## config.mk

```make
export PLATFORM = sky130hd
export DESIGN_NAME = program_loader
export DESIGN_NICKNAME = d
export VERILOG_FILES = /design/src/rtl/program_loader.sv
export SDC_FILE = /design/constraint.sdc
export NUM_CORES = 1
export LEC_CHECK = 0
export BUFFER_PORTS_ARGS = -buffer_cell sky130_fd_sc_hd__buf_2
export CAP_MARGIN = 40
export CORE_ASPECT_RATIO = 1.2
export CORE_MARGIN = 8
export CORE_UTILIZATION = 60
export CTS_CLUSTER_DIAMETER = 60
export DETAILED_ROUTE_END_ITERATION = 6
export PLACE_DENSITY = 0.93
export SYNTH_ARGS = -nofsm -noshare
export SYNTH_HDL_FRONTEND = slang
export SYNTH_SLANG_ARGS = --single-unit
```

## constraint.sdc

```tcl
create_clock -name clock -period 3.8 [get_ports clock]
set_clock_uncertainty 0.1 [all_clocks]
set_input_delay 0.76 -clock clock [delete_from_list [all_inputs] [get_ports clock]]
set_output_delay 0.76 -clock clock [all_outputs]
set_load 0.05 [all_outputs]
```

## src/rtl/program_loader.sv

```systemverilog
// Boot-time program loader. Takes a byte stream over a valid/ready handshake
// and packs it into big-endian 32-bit words. Each word is written to
// sequential instruction-memory addresses. A trailing checksum byte is then
// verified. The CPU is held in reset until a load completes with a good
// checksum.
module program_loader #(
    parameter int unsigned ADDR_WIDTH = 10
) (
    input  logic                  clock,
    input  logic                  reset,
    input  logic                  start,
    input  logic [ADDR_WIDTH:0]   word_count,
    input  logic [7:0]            byte_data,
    input  logic                  byte_valid,
    output logic                  byte_ready,
    output logic                  imem_write_enable,
    output logic [ADDR_WIDTH-1:0] imem_address,
    output logic [31:0]           imem_write_data,
    output logic                  cpu_hold,
    output logic                  done,
    output logic                  error
);

    // Largest program that fits the memory: 2^ADDR_WIDTH words.
    localparam logic [ADDR_WIDTH:0] MaxWords = {1'b1, {ADDR_WIDTH{1'b0}}};

    typedef enum logic [2:0] {
        StIdle,
        StReceive,
        StWrite,
        StCheck,
        StDone,
        StError
    } state_e;

    state_e                state_q, state_d;
    logic [ADDR_WIDTH:0]   count_q;
    logic [ADDR_WIDTH:0]   written_q;
    logic [ADDR_WIDTH-1:0] addr_q;
    logic [31:0]           data_q;
    logic [1:0]            byte_idx_q;
    logic [7:0]            sum_q;

    logic                  accept;
    logic                  start_seen;
    logic                  count_zero;
    logic                  count_big;
    logic                  load_begin;
    logic [7:0]            sum_next;
    logic [ADDR_WIDTH:0]   written_inc;

    assign accept      = byte_valid && byte_ready;
    // start only matters in the resting states; it is ignored mid-load.
    assign start_seen  = start && (state_q == StIdle || state_q == StDone || state_q == StError);
    assign count_zero  = (word_count == '0);
    assign count_big   = (word_count > MaxWords);
    assign load_begin  = start_seen && !count_zero && !count_big;
    assign sum_next    = sum_q + byte_data;
    assign written_inc = written_q + (ADDR_WIDTH + 1)'(1);

    // State register.
    always_ff @(posedge clock) begin
        if (reset) begin
            state_q <= StIdle;
        end else begin
            state_q <= state_d;
        end
    end

    // Next-state logic.
    always_comb begin
        state_d = state_q;
        unique case (state_q)
            StIdle, StDone, StError: begin
                if (start_seen) begin
                    if (count_zero) begin
                        state_d = StDone;
                    end else if (count_big) begin
                        state_d = StError;
                    end else begin
                        state_d = StReceive;
                    end
                end
            end
            StReceive: begin
                if (accept && byte_idx_q == 2'd3) begin
                    state_d = StWrite;
                end
            end
            StWrite: begin
                state_d = (written_inc == count_q) ? StCheck : StReceive;
            end
            StCheck: begin
                if (accept) begin
                    state_d = (sum_next == 8'h00) ? StDone : StError;
                end
            end
            default: state_d = StIdle;
        endcase
    end

    // Datapath: word assembly, running sum, address and word counters.
    always_ff @(posedge clock) begin
        if (reset) begin
            count_q    <= '0;
            written_q  <= '0;
            addr_q     <= '0;
            data_q     <= '0;
            byte_idx_q <= '0;
            sum_q      <= '0;
        end else begin
            if (load_begin) begin
                count_q    <= word_count;
                written_q  <= '0;
                addr_q     <= '0;
                byte_idx_q <= '0;
                sum_q      <= '0;
            end
            if (state_q == StReceive && accept) begin
                // First byte of each word lands in the MSB.
                unique case (byte_idx_q)
                    2'd0: data_q[31:24] <= byte_data;
                    2'd1: data_q[23:16] <= byte_data;
                    2'd2: data_q[15:8]  <= byte_data;
                    2'd3: data_q[7:0]   <= byte_data;
                endcase
                byte_idx_q <= byte_idx_q + 2'd1;
                sum_q      <= sum_next;
            end
            if (state_q == StWrite) begin
                written_q <= written_inc;
                // Only advance when another word follows, so the address never wraps.
                if (written_inc != count_q) begin
                    addr_q <= addr_q + ADDR_WIDTH'(1);
                end
            end
        end
    end

    // Outputs decoded from state.
    always_comb begin
        byte_ready        = 1'b0;
        imem_write_enable = 1'b0;
        done              = 1'b0;
        error             = 1'b0;
        cpu_hold          = 1'b1;
        unique case (state_q)
            StReceive, StCheck: byte_ready = 1'b1;
            StWrite:            imem_write_enable = 1'b1;
            StDone: begin
                done     = 1'b1;
                cpu_hold = 1'b0;
            end
            StError:            error = 1'b1;
            default: ;
        endcase
    end

    assign imem_address    = addr_q;
    assign imem_write_data = data_q;

endmodule
```

==> qor.yml, run 1 <==
outcome: "complete, no violations"
crit_required_ns: 2.94
nNetsFinal: 585
grt.overflow.total: 0
htree_levels: 3
cts_setup_buffers: 0
path_class: "reg2out"
timing.final.crit_share: 0.771
dp_slack_ns: 0.901
tightest_slew_ns: 0.740
insertion_delay_ns: 0.37
synth.avg_cell_area_um2: 7.99
placed_cells: 622
viasPerCell: 5.89
dieArea_um2: 9400
nFillCells: 493
setup_viol: 0
cts_buffers: 9
cts_tree: "built"
ys.flop_type: "dfxtp_1"
power_leakage_nw: 1.76
whs_ns: 0.354
fin_util: 0.703
p_per_area_nw_per_um2: 425
peakVddDrop_mv: 0.285
drc_errors: 0
die_x_um: 89.8
cp-end-kind: "output port"
p_total_mw: 1.90
routed_wirelength_um: 9960
first_pass_iters: 5
grt_pass1_vias: 3573
slowest_delay_ns: 0.54
grt_pass1_wl_um: 16700
cts.repair.resized: 0
hold_viol: 0
track_usage: 0.213
max_freq_mhz: 341
drive_gt1_frac: 0.195
tns_ns: 0
synth_seq_area_share: 0.393
critical-path-slowest-cell: "dfxtp_1"
wire_per_inst_um: 15.6
area_delta_synth_final_pct: 14.1
clk_pin_slew_ns: 0.09
start_util: 0.617
hold_path_class: "reg2reg"
netlist_instances: 491
ys_warn_count: 0
grt_antenna_before_repair: 0
portBuffers: 69
grt_max_degree: 45
rsz0062_at_grt: "false"
ys_async_sr_fraction: 0
crit_path_start_kind: "flip-flop"
antenna_cells: 0
cts_max_path_buffers: 2
min_period_ns: 2.93
setup_ws_ns: 0.871
synth_fp_nets: 528
syn-cell-area_um2: 3930
pin_count: 70
final_cells: 638
cap_violations: 0
placed_cell_area_um2: 4290
die_h_um: 105
rows: 32
relSlewSlack: 0.507
drt_first_iter_violations: 212
finalInstanceArea_um2: 4480
ys_seq_elements: 77
dpl.hpwl_um: 7290
cp_cell_sequence: "nor2b_1 > nand2_1 > buf_4 > clkinv_1 > buf_2"
synth_cell_types: 55
cts_hold_buf: 0
root_buffer: "clkbuf_8"
cts.sinks: 77
core_um2: 6370
vias: 3761
critPathArrivalTime_ns: 2.07
drtAntennaViolNets: 0
drv_slew: 0
place_congestion: 0.855
synth_edf_count: 0
cp_max_fo: 17
kinds of logic after synthesis:
logic type / Yosys count / synth area share
adder cells (fa/ha/maj): 14 / 0.0465
AND/OR/NAND/NOR: 219 / 0.282
XOR/XNOR: 18 / 0.0437
AO/OA/AOI/OAI: 123 / 0.186
multiplexers: 2 / 0.00542
buffers and inverters: 38 / 0.0437
flip-flops: 77 / 0.393
area by class of cell:
class	count	area [µm²]	share of cell area
multi-input combinational	376	2220	0.495
inverter	9	33.8	0.00755
sequential	77	1540	0.344
clock inverter	7	63.8	0.0143
timing repair buffer	75	390	0.0872
clock buffer	9	124	0.0277
tap	85	106	0.0238
layer usage:
| layer | wire length, µm | part of all wire | track usage | vias to the layer above |
|---|---|---|---|---|
| met1 | 3850 | 0.39 | 0.226 | 1751 |
| met2 | 5210 | 0.52 | 0.376 | 133 |
| met4 | 253 | 0.025 | 0.107 | 0 |
| met3 | 647 | 0.065 | 0.0608 | 23 |
| li1 | - | - | - | 1854 |
| met5 | 0 | 0 | 0 | - |
path summary, 6_finish.rpt:
check                                          from                   to  slack [ns]  depth (start not counted)
worst max register to register         written_q[0]      imem_address[3]        0.88                          8
worst max-delay path                     state_q[1]    imem_write_enable        0.87                          5
worst min register to register  imem_write_data[29]  imem_write_data[29]        0.35                          2
worst min-delay path            imem_write_data[29]  imem_write_data[29]        0.35                          2
worst max-delay path, delay by kind of cell, from the launching register on:
family / cells / cell delay (ns)
buffers and inverters: 3 / 0.75
AND/OR/NAND/NOR: 2 / 0.41
flip-flops: 1 / 0.54
state kept, by name, summed over array words and instances (netlist names):
register and cells:
written_q 11, state_q 3, imem_address 10, imem_write_data 32, byte_idx_q 2, count_q 11, sum_q 8
where the power goes:
group,total [mW],internal [mW],switching (mW),leakage (nW)
logic,0.427,0.129,0.297,1.05
clock network,0.598,0.251,0.347,0.0903
registers,0.879,0.844,0.0355,0.623
Yosys cell counts, types with 2 or more instances:
library cell  count  area share
nand2_1          75       0.072
nor2b_1           3      0.0048
xnor2_1           8       0.018
nand3_1          64       0.082
nor4_1            3      0.0048
nand2b_1          4      0.0064
a21o_1            7       0.013
or3_1             9       0.014
o31ai_1           3      0.0057
nor3b_1           2      0.0038
ha_1             13       0.041
clkbuf_1         23       0.022
or3b_2            4      0.0089
and2_0            2      0.0032
buf_2             2      0.0026
and3_1            8       0.013
a211oi_1          2      0.0038
inv_1             8      0.0077
nor2_1           18       0.017
nand4_1           3      0.0048
dfxtp_1          77        0.39
xor2_1            9       0.020
or3b_1            4      0.0089
a31oi_1           4      0.0064
or2_2             3      0.0048
buf_4             2      0.0038
a21oi_1          77       0.098
nand4b_1          2      0.0045
o21ai_0          18       0.023
nand3b_1          5      0.0096
nor3_1            5      0.0064
layout by cell type (no fill, tap or decap), types with 4 or more instances in the layout:
cell type | netlist | layout
a21o_1 | 7 | 7
a21oi_1 | 77 | 77
a31oi_1 | 4 | 4
and3_1 | 8 | 8
buf_2 | 2 | 69
buf_4 | 2 | 6
clkbuf_8 | 0 | 9
dfxtp_1 | 77 | 77
ha_1 | 13 | 13
inv_1 | 8 | 8
nand2_1 | 75 | 75
nand2b_1 | 4 | 4
nand3_1 | 64 | 64
nand3b_1 | 5 | 5
nor2_1 | 18 | 18
nor3_1 | 5 | 5
o21ai_0 | 18 | 18
or3_1 | 9 | 9
or3b_1 | 4 | 4
or3b_2 | 4 | 4
xnor2_1 | 8 | 8
xor2_1 | 9 | 9
Note: power is estimated with default switching activity, not from simulation.
==> run 2: changes to the inputs <==
--- a/config.mk
+++ b/config.mk
@@ -9,10 +9,10 @@
 export CAP_MARGIN = 40
 export CORE_ASPECT_RATIO = 1.2
 export CORE_MARGIN = 8
-export CORE_UTILIZATION = 60
+export CORE_UTILIZATION = 56
 export CTS_CLUSTER_DIAMETER = 60
 export DETAILED_ROUTE_END_ITERATION = 6
-export PLACE_DENSITY = 0.93
+export PLACE_DENSITY = 0.88
 export SYNTH_ARGS = -nofsm -noshare
 export SYNTH_HDL_FRONTEND = slang
 export SYNTH_SLANG_ARGS = --single-unit
==> constraint.sdc (replaced) <==
create_clock -name clock -period 2.8 [get_ports clock]
set_clock_uncertainty 0.1 [all_clocks]
set_input_delay 0.56 -clock clock [delete_from_list [all_inputs] [get_ports clock]]
set_output_delay 0.56 -clock clock [all_outputs]
set_load 0.05 [all_outputs]
==> run 2 against run 1 <==
Effect of this change: first-iteration DRC count fell by 1.9%; largest cell class unchanged; critical path depth rose by 4; die area rose by 5.9%; clock power rose by 36%; largest power group unchanged; sequential power rose by 35%; non-clock buffer count rose by 6; via count rose by 1.9%.
==> qor.yml, run 2 (same netlist as run 1, synthesis figures left out) <==
outcome: "complete, no violations"  # unchanged
start_util: 0.576  # was 0.617
hold_viol: 0  # unchanged
nNetsFinal: 591  # was 585
regToRegSetupSlack_ns: 0.1  # was 0.88 ns
root_buffer: "clkbuf_8"  # unchanged
cts_tree: "built"  # unchanged
grt.overflow.total: 0  # unchanged
dp_slack_ns: 0.0687  # was 0.901 ns
crit_path_start: "written_q[1]"  # was state_q[1]
hold_path_class: "reg2reg"  # unchanged
p_sw_uw: 933  # was 680 µW
grt_pass1_wl_um: 17200  # was 16,700 µm
cap_violations: 0  # unchanged
cp_max_fo: 15  # was 17
path_class: "reg2reg"  # was reg2out
min_period_ns: 2.70
cts_buffers: 9  # unchanged
worst_r2r_path_depth: 9  # was 8
setup_viol: 0  # unchanged
cp_cell_sequence: "ha_2 > nand3_1 > or3_1 > a21o_1 > a31oi_4 > o31ai_4 > buf_4 > or3b_2 > a31oi_1"  # was nor2b_1 > nand2_1 > buf_4 > clkinv_1 > buf_2
pwr-share-clk: 0.310  # was 0.314
nFillCells: 579  # was 493
r2r_end: "imem_address[5]"  # was imem_address[3]
tightest_slew_ns: 0.704  # was 0.740 ns
dieArea_um2: 9960  # was 9400 µm²
cp-end-kind: "flip-flop"  # was output port
worstReg2RegStart: "written_q[1]"  # was written_q[0]
wl_met1_um: 4080  # was 3850 µm
peakVddDrop_mv: 0.494  # was 0.285 mV
area_delta_synth_final_pct: 16.5  # was 14.1%
first_pass_iters: 5  # unchanged
drc_errors: 0  # unchanged
seq_power_share: 0.456  # was 0.462
wl_met2_um: 5660  # was 5210 µm
cts_setup_buffers: 0  # unchanged
insertion_delay_ns: 0.35  # was 0.37 ns
critical-path-slowest-cell: "or3b_2"  # was dfxtp_1
drv_slew: 0  # unchanged
critPathCapture: "imem_address[5]"  # was imem_write_enable
pin_count: 70  # unchanged
vias: 3833  # was 3,761
relSlewSlack: 0.531  # was 0.507
grt_antenna_before_repair: 0  # unchanged
rows: 33  # was 32
grt_pass1_vias: 3727  # was 3,573
p_sw_frac: 0.357  # about the same
crit_path_start_kind: "flip-flop"  # unchanged
cts.repair.resized: 0  # unchanged
final_cell_mix: "a21oi_1 (77), dfxtp_1 (77), nand2_1 (75), buf_2 (69), nand3_1 (63)"  # was a21oi_1 (77), dfxtp_1 (77), nand2_1 (75), buf_2 (69), nand3_1 (64)
die_x_um: 92.4  # was 89.8 µm
antenna_cells: 0  # unchanged
intPower_mw: 1.68  # was 1.22 mW
largest_reg_flops: 32  # unchanged
setup_ws_ns: 0.0985  # was 0.871 ns
cts_max_path_buffers: 2  # unchanged
drtAntennaViolNets: 0  # unchanged
drt_first_iter_violations: 208  # was 212
die_h_um: 108  # was 105 µm
dpl.hpwl_um: 7490  # was 7290 µm
critPathArrivalTime_ns: 2.87  # was 2.07 ns
portBuffers: 69  # unchanged
p_comb_frac: 0.234  # was 0.224
drive_gt1_frac: 0.213  # was 0.195
core_um2: 6810  # was 6370 µm²
placed_cell_area_um2: 4350  # was 4290 µm²
top_layer_used: "met4"  # unchanged
wire_per_inst_um: 16.6  # was 15.6 µm
routed_wirelength_um: 10700  # was 9960 µm
max_freq_mhz: 370
grt_max_degree: 45  # unchanged
clk_pin_slew_ns: 0.10  # was 0.09 ns
finalInstanceArea_um2: 4570  # was 4480 µm²
p_per_area_nw_per_um2: 572  # was 425 nW/µm²
timing.final.crit_share: 0.965
track_usage: 0.211  # was 0.213
place_congestion: 0.900  # was 0.855
crit_required_ns: 2.97  # was 2.94 ns
slowest_delay_ns: 0.44  # was 0.54 ns
hp-start: "imem_write_data[3]"  # was imem_write_data[29]
placed_cells: 630  # was 622
cts.sinks: 77  # unchanged
viasPerCell: 5.93  # was 5.89
cts_hold_buf: 0  # unchanged
power_leakage_nw: 1.80  # was 1.76 nW
htree_levels: 3  # unchanged
met3WireLength_um: 691  # was 647 µm
final_cells: 646  # was 638
[run 2: cell type report]
cell class                      instances  area (µm²)  area share
Multi-Input combinational cell        376        2250       0.493
Inverter                                9        33.8     0.00739
Clock inverter                          7        61.3      0.0134
Sequential cell                        77        1540       0.337
Tap cell                               87         109      0.0238
Clock buffer                            9         124      0.0271
Timing Repair Buffer                   81         448      0.0980
[run 2: critical path: cells and delay by family (launching register included)]
family | cells | cell delay [ns]
adder cells (fa/ha/maj) | 1 | 0.24
AO/OA/AOI/OAI | 4 | 0.73
AND/OR/NAND/NOR | 3 | 0.97
buffers and inverters | 1 | 0.18
flip-flops | 1 | 0.40
[run 2: power by group through the flow]
stage	Clock, mW	Combinational [mW]	Sequential (mW)
after global routing	0.875	0.663	1.20
after detailed placement	0	0.597	1.22
after global placement	0	0.579	1.21
final	0.811	0.612	1.19
after CTS	0.819	0.600	1.19
after floorplan	0	0.398	1.25
[run 2: per-stage QoR]
stage          TNS, ns  hold slack, ns  power (mW)  utilization
5_1_grt        -0.0594           0.357        2.74        0.671
3_3_place_gp         0           0.341        1.79        0.638
6_report             0           0.361        2.61        0.671
4_1_cts              0           0.354        2.61        0.666
2_1_floorplan        0           0.348        1.65            -
3_5_place_dp         0           0.348        1.81        0.638
[run 2: worst min path at each step]
stage                          end  slack, ns  cells past startpoint
4_1_cts                 count_q[2]       0.35                      3
2_1_floorplan           count_q[0]       0.35                      2
6_report        imem_write_data[3]       0.36                      2
3_5_place_dp   imem_write_data[30]       0.35                      2
5_1_grt                 count_q[2]       0.36                      3
3_3_place_gp    imem_write_data[9]       0.34                      2
[run 2: per-layer routing]
layer  vias up  track usage
met3        24       0.0405
met1      1809        0.225
li1       1863            -
met2       137        0.380
met4         0        0.116
met5         -            0
